--- src/rtl/coef_bank_reader.sv ---
// coef_bank_reader: walks a base/length window of the coefficient bank (wrapping at BANK_DEPTH)
// and streams the entries on valid/ready. Optional macro COEF_READ_WRAP_EN: re-run the window while loop=1.
module coef_bank_reader #(
    parameter int DATA_WIDTH = 8,
    parameter int BANK_DEPTH = 8,
    parameter int SEL_WIDTH  = 3
) (
    input  logic                  clk,
    input  logic                  reset,
    input  logic                  start,
    input  logic [SEL_WIDTH-1:0]  base_sel,
    input  logic [SEL_WIDTH:0]    count,
    input  logic                  loop,
    output logic [SEL_WIDTH-1:0]  rd_sel,
    input  logic [DATA_WIDTH-1:0] bank_data,
    output logic [DATA_WIDTH-1:0] out_data,
    output logic                  out_valid,
    input  logic                  out_ready,
    output logic                  out_last,
    output logic                  busy,
    output logic                  done
);

    typedef enum logic [1:0] {IDLE, STREAM, DONE} state_t;

    localparam logic [SEL_WIDTH:0]   DEPTH_L = (SEL_WIDTH+1)'(BANK_DEPTH);
    localparam logic [SEL_WIDTH:0]   ONE_L   = (SEL_WIDTH+1)'(1);
    localparam logic [SEL_WIDTH-1:0] SEL_MAX = SEL_WIDTH'(BANK_DEPTH - 1);

    state_t                  state_q;
    logic [SEL_WIDTH-1:0]    rd_sel_q;
    logic [DATA_WIDTH-1:0]   out_data_q;
    logic                    out_valid_q;
    logic                    out_last_q;
    logic                    done_q;
    logic [SEL_WIDTH:0]      len_q;
    logic [SEL_WIDTH:0]      issued_q;

    logic                    handshake_d;
    logic                    wrap_restart_d;
    logic                    finish_d;
    logic [SEL_WIDTH:0]      issued_eff_d;
    logic                    load_d;
    logic                    last_load_d;
    logic [SEL_WIDTH-1:0]    rd_sel_inc_d;
    logic [SEL_WIDTH:0]      len_d;

    assign handshake_d = out_valid_q && out_ready;

`ifdef COEF_READ_WRAP_EN
    logic [SEL_WIDTH-1:0] base_q;
    assign wrap_restart_d = handshake_d && out_last_q && loop;
`else
    logic loop_unused;
    assign loop_unused    = loop;
    assign wrap_restart_d = 1'b0;
`endif

    // A wrap restart counts as issue index 0 so the next pass loads on the same edge (no bubble).
    assign finish_d     = handshake_d && out_last_q && !wrap_restart_d;
    assign issued_eff_d = wrap_restart_d ? '0 : issued_q;
    assign load_d       = (issued_eff_d < len_q) && (!out_valid_q || out_ready);
    assign last_load_d  = (issued_eff_d + ONE_L) == len_q;
    assign rd_sel_inc_d = (rd_sel_q == SEL_MAX) ? '0 : rd_sel_q + 1'b1;
    assign len_d        = (count > DEPTH_L) ? DEPTH_L : count;

    always_ff @(posedge clk) begin
        if (reset) begin
            state_q     <= IDLE;
            rd_sel_q    <= '0;
            out_data_q  <= '0;
            out_valid_q <= 1'b0;
            out_last_q  <= 1'b0;
            done_q      <= 1'b0;
            len_q       <= '0;
            issued_q    <= '0;
`ifdef COEF_READ_WRAP_EN
            base_q      <= '0;
`endif
        end else begin
            done_q <= 1'b0;
            unique case (state_q)
                IDLE: begin
                    if (start) begin
                        len_q    <= len_d;
                        issued_q <= '0;
                        rd_sel_q <= base_sel;
`ifdef COEF_READ_WRAP_EN
                        base_q   <= base_sel;
`endif
                        state_q  <= (len_d == '0) ? DONE : STREAM;
                    end
                end
                STREAM: begin
                    if (finish_d) begin
                        out_valid_q <= 1'b0;
                        out_last_q  <= 1'b0;
                        state_q     <= DONE;
                    end else if (load_d) begin
                        out_data_q  <= bank_data;
                        out_valid_q <= 1'b1;
                        out_last_q  <= last_load_d;
                        issued_q    <= issued_eff_d + ONE_L;
`ifdef COEF_READ_WRAP_EN
                        // Park on the window base after the final fetch so a looped pass can start at once.
                        rd_sel_q    <= last_load_d ? base_q : rd_sel_inc_d;
`else
                        rd_sel_q    <= rd_sel_inc_d;
`endif
                    end else if (handshake_d) begin
                        out_valid_q <= 1'b0;
                        out_last_q  <= 1'b0;
                    end
                end
                DONE: begin
                    done_q  <= 1'b1;
                    state_q <= IDLE;
                end
                default: state_q <= IDLE;
            endcase
        end
    end

    assign rd_sel    = rd_sel_q;
    assign out_data  = out_data_q;
    assign out_valid = out_valid_q;
    assign out_last  = out_last_q;
    assign busy      = (state_q != IDLE);
    assign done      = done_q;

endmodule
--- config.mk ---
export PLATFORM = sky130hd
export DESIGN_NAME = coef_bank_reader
export DESIGN_NICKNAME = d
export VERILOG_FILES = /design/src/rtl/coef_bank_reader.sv
export SDC_FILE = /design/constraint.sdc
export NUM_CORES = 1
export LEC_CHECK = 0
export CORE_MARGIN = 10
export CORE_UTILIZATION = 37
export DETAILED_ROUTE_END_ITERATION = 8
export DONT_BUFFER_PORTS = 1
export PLACE_DENSITY = 0.56
export REMOVE_ABC_BUFFERS = 1
export SKIP_LAST_GASP = 1
export SLEW_MARGIN = 20
export SYNTH_ARGS = -nofsm -noshare
export SYNTH_HDL_FRONTEND = slang
export SYNTH_SLANG_ARGS = --single-unit
--- constraint.sdc ---
create_clock -name clk -period 1.9 [get_ports clk]
set_clock_uncertainty 0.1 [all_clocks]
set_input_delay 0.095 -clock clk [delete_from_list [all_inputs] [get_ports clk]]
set_output_delay 0.095 -clock clk [all_outputs]
set_load 0.05 [all_outputs]
# [Word level (Yosys, flattened, before mapping)]
# Index checks and enable logic that the tools add are counted.
# W data, S select, Z words.
[word_totals] register_bits=24 out_inout_bits=15
[op_classes] addsub=2 order_cmp=2 n_eq_ne=8 muxes=20 n_bitwise=1 reduce_logical=15
[ops] op="$mux W4" n=4
[ops] op="$mux W3" n=4
[ops] op="$ne A2 B2 Y1 const B" n=4
[ops] op="$pmux W4 S2" n=1
[ops] op="$mux W1" n=6
[ops] op="$mux W2" n=3
[ops] op="$pmux W3 S2" n=1
[ops] op="$reduce_and A2 Y1" n=3
[ops] op="$add A4 B1 Y4 const B" n=1
[ops] op="$eq A4 B4 Y1" n=1
[ops] op="$gt A4 B4 Y1 const B" n=1
[ops] op="$logic_not A4 Y1" n=1
[ops] op="$lt A4 B4 Y1" n=1
[ops] op="$pmux W2 S2" n=1
[ops] op="$reduce_and A4 Y1" n=1
[ops] op="$reduce_bool A2 Y1" n=2
[ops] op="$add A3 B1 Y3 const B" n=1
[ops] op="$eq A3 B3 Y1 const B" n=1
[ops] op="$logic_and A1 B1 Y1" n=3
[ops] op="$reduce_and A3 Y1" n=1
[ops] op="$reduce_bool A3 Y1" n=1
[ops] op="$eq A2 B1 Y1 const B" n=1
[ops] op="$eq A2 B2 Y1 const B" n=1
[ops] op="$logic_not A2 Y1" n=1
[ops] op="other kinds (3)" n=3

# [Depth between registers and ports, before layout]
[logic_depth] ltp_word=6 depth_mapped=8 depth_no_buf=7

# [Worst setup path after synthesis]
# OpenSTA, ideal clock, no wires.
[synth_path] path_kind="reg2reg" start="register len_q[1]" end="register issued_q[2], in the netlist issued_eff_d[2]" setup_ps=62 arrival_time_ps=1805 slack_ps=-67 stages_incl_launch_ff=8 synth_period_minus_slack_ps=1967 cell_sequence="dfxtp_1 > inv_1 > ha_1 > nor2b_1 > o211ai_1 > nand3_4 > or4b_1 > nand3_1"
[synth_via] elab_chain_cells=4
[synth_lines] item="from (decl)" line_no="36" text="logic [SEL_WIDTH:0] len_q;"
[synth_lines] item="from (signal assigned)" line_no="85" text="len_q <= len_d;"
[synth_lines] item="$lt A4 B4 Y1" line_no="62" text="assign load_d = (issued_eff_d < len_q) && (!out_valid_q || out_ready);"
[synth_lines] item="$logic_and A1 B1 Y1" line_no="62"
[synth_lines] item="$ne A2 B2 Y1 (no line)"
[synth_lines] item="$reduce_and A4 Y1 (no line)"
[synth_lines] item="to (signal assigned)" line_no="103" text="issued_q <= issued_eff_d + ONE_L;"
[synth_lines] item="to (decl)" line_no="37" text="logic [SEL_WIDTH:0] issued_q;"
# Every way passes these cells.
# A chain may end at the register's enable or synchronous reset.

# [Final worst setup path]
[layout_path] start="register issued_q[0], in the netlist issued_eff_d[0]" end="register out_last_q, in the netlist out_last"
[layout_via] elab_chain_cells=4
[layout_lines] item="$add A4 B1 Y4 / $lt A4 B4 Y1 (equally long branches)" line_no="63, 62"
[layout_lines] item="$eq A4 B4 Y1 / $logic_and A1 B1 Y1 (equally long branches)" line_no="63, 62"
[layout_lines] item="$mux W1 / $reduce_bool A3 Y1 (equally long branches)"
[layout_lines] item="$mux W1 / $reduce_and A2 Y1 (equally long branches)"
[layout_lines] item="to (signal assigned)" line_no="102" text="out_last_q <= last_load_d;"
[layout_lines] item="to (decl)" line_no="34" text="logic out_last_q;"
# Parallel ways exist; a longest one is shown, timed or not.

==> summary.txt <==
Outcome
  • Status: finished, violations left
  • Failing checks: negative hold slack

Yosys
  • Proportion of synthesized chip area in sequential cells: 39.3%
  • Synthesized area: 1220 um^2
  • Leading area contributor after synthesis: dfxtp_1
  • Synth cell types: 36
  • Synth warn: 0
  • Synth area leaders: dfxtp_1 39%, mux2i_1 9.0%, ha_1 7.2%
  • Syn Inst Count: 136
  • Syn Area/Cell: between 8 and 9 um^2
  • Post-synth top area share: between 30% and 40%
  • Yosys reg bits: 24

Run
  • Number of max-cap violations: 0

Placement
  • GPL Wtd Cong: 0.793
  • Pre-CTS WS: -0.0143 ns
  • I/O Buffers: 0
  • Area after DPL: 1370 um^2
  • Post-DP HPWL: 2210 um

Timing
  • Worst Tran Pin Value: 0.522 ns
  • Fmax achieved: 529 MHz
  • Fin. Hold Viols: 17
  • Pins over their slew limit: 0
  • Relative slew margins: 65.2%
  • Hold_ws: -0.278 ns
  • Fin crit share: 99.4%
  • Worst setup margin: 0.0111 ns
  • RSZ-0062 raised after global routing: true
  • Final setup viols: 0
  • Fin crit period: 1.89 ns

Worst setup path
  • Cell mode on critical path: xnor2_1
  • Nature of the critical path endpoint: flip-flop
  • CP Max Fanout: 4
  • Crit path kind: reg2reg
  • CP top delay family: simple AND/OR/NAND/NOR gates
  • Worst path arrival time: 2.05 ns
  • Worst Setup Start Kind: flip-flop
  • Largest stage delay, worst path: 0.48 ns
  • Slowest cell on crit path: or4_1
  • Data required time of the worst path: a little over 2 ns
  • Critical path buffers and inverters: 0
  • Cells along the critical path: ha_2, xnor2_1, xnor2_1, or4_1, or3_1, o21ai_0

Layout
  • Most common cell after layout, fill and taps aside: dfxtp_1
  • Ratio of cells with drive above 1 in the final layout: 31.7%
  • Final nets: 189
  • Design area: 1670 um^2
  • Most frequent cells in the layout: 18 x dfxtp_1, 17 x nor2_1, 17 x buf_4
  • ANT cells: 0
  • Area Overhead vs Synth: 36.2%

Global routing
  • Antenna violations before repair: 0
  • First-pass GRT wire length: between 5000 and 6000 um
  • Remaining Overflow, GRT: 0
  • Total GRT Usage: between 10% and 20%
  • Largest net degree at the start of global routing: 29
  • Vias in the first global route: 1,137

Floorplan
  • Die Span Y: approximately 77 um
  • Io pins: 35
  • Die ar.: 6000 um^2
  • Core area: approximately 3100 um^2
  • Initial Util: 39.4%
  • # rows: 20
  • Die width: 77.5 um

Route
  • Detailed Route WL: around 3200 um
  • Antenna Nets Post-Route: 0
  • 1st-pass router iterations: 4
  • Starting DRT DRC Count: 46
  • Routed len/inst: roughly 15 um
  • Vias per cell: 5.13
  • Via Count: roughly 1,100
  • Drt drc: 0

Clocking
  • H-tree levels: 1
  • CTS Buf Count: 3
  • Clock Sinks: 24
  • Worst skew pair latency: 0.32 ns
  • Clock buffer depth: 2
  • CTS tree: done
  • Reg clk slew, reported paths: approximately 0.14 ns
  • Clock root cell: clkbuf_4

Power and ir drop
  • Total power: 1.27 mW
  • Leak pwr: 0.721 nW
  • Worst VDD drop: 564 uV
  • Power per Cell Area: roughly 760 nW/um^2

Min path
  • Hold WC Path Type: in2reg
[cells by family after synthesis]
logic type / after synthesis / synth area share, %
AO/OA/AOI/OAI: 24 / 14.5
adder cells (fa/ha/maj): 7 / 7.16
XOR/XNOR: 5 / 3.58
buffers and inverters: 12 / 3.79
multiplexers: 11 / 9.01
flip-flops: 24 / 39.3
AND/OR/NAND/NOR: 53 / 22.6
[synth_stat cells (all sizes together)]
| cell | count |
|---|---|
| a21oi | 9 |
| a221oi | 4 |
| a31oi | 2 |
| a32oi | 1 |
| a41oi | 1 |
| and2 | 1 |
| buf | 1 |
| clkbuf | 5 |
| dfxtp | 24 |
| ha | 7 |
| inv | 6 |
| mux2i | 11 |
| nand2 | 12 |
| nand2b | 2 |
| nand3 | 6 |
| nand3b | 4 |
| nand4 | 1 |
| nor2 | 17 |
| nor2b | 2 |
| nor3b | 1 |
| nor4 | 2 |
| o211ai | 1 |
| o21ai | 4 |
| o21bai | 1 |
| o41ai | 1 |
| or2 | 1 |
| or2b | 1 |
| or3 | 1 |
| or4 | 1 |
| or4b | 1 |
| xnor2 | 3 |
| xor2 | 2 |
[final cells by class]
cell class / count / area, um^2
clock inverters: 1 / 30.0
multi-input cells: 100 / 792
inverters: 6 / 22.5
flip-flops and latches: 24 / 490
well taps: 44 / 55.1
repair buffers: 27 / 253
fillers: 315 / 1440
clock buffers: 3 / 22.5
[where the power goes]
| group | total (mW) | leakage (nW) | internal (mW) | switching, mW |
|---|---|---|---|---|
| Sequential | 0.582 | 0.198 | 0.531 | 0.0507 |
| Combinational | 0.313 | 0.495 | 0.140 | 0.173 |
| Clock | 0.373 | 0.0279 | 0.213 | 0.160 |
[final timing paths]
| kind | slack [ns] | cells past startpoint | end | start |
|---|---|---|---|---|
| worst max-delay path | 0.01 | 6 | out_last | issued_eff_d[0] |
| worst min register to register | 0.42 | 2 | issued_eff_d[0] | issued_eff_d[0] |
| worst min-delay path | -0.28 | 1 | issued_eff_d[0] | reset |
| worst max register to register | 0.01 | 6 | out_last | issued_eff_d[0] |
[state kept, by name, indices dropped and copies added (netlist names)]
name and flops:
done 1, issued_eff_d 4, len_q 4, out_data 8, out_last 1, out_valid 1, rd_sel 3, state_q 2
[metal layers]
metal | part of all wire [%] | GRT usage (%) | wire (um) | vias to the layer above
li1 | - | - | - | 532
met1 | 42 | 10.8 | 1340 | 474
met2 | 46 | 16.6 | 1460 | 39
met3 | 9.9 | 5.53 | 312 | 6
met4 | 1.5 | 3.10 | 47 | 0
met5 | 0 | 0 | 0 | -
[through the flow]
step / utilization, % / setup TNS, ns / instances
after CTS: 49.3 / -0.00123 / 202
after global placement: 44.0 / 0 / 189
after detailed placement: 44.0 / -0.0277 / 189
after global routing: 53.7 / -0.105 / 205
final: 53.7 / 0 / 205
after floorplan: - / -0.302 / 130
[repair_timing]
item	4_1_cts	5_1_grt
pin swaps	6	6
setup endpoints to repair	2	19
buffers inserted	4	1
hold buffers	5	2
resized for setup	5	28
hold endpoints to repair	24	19
Note: power is estimated with default switching activity, not from simulation.
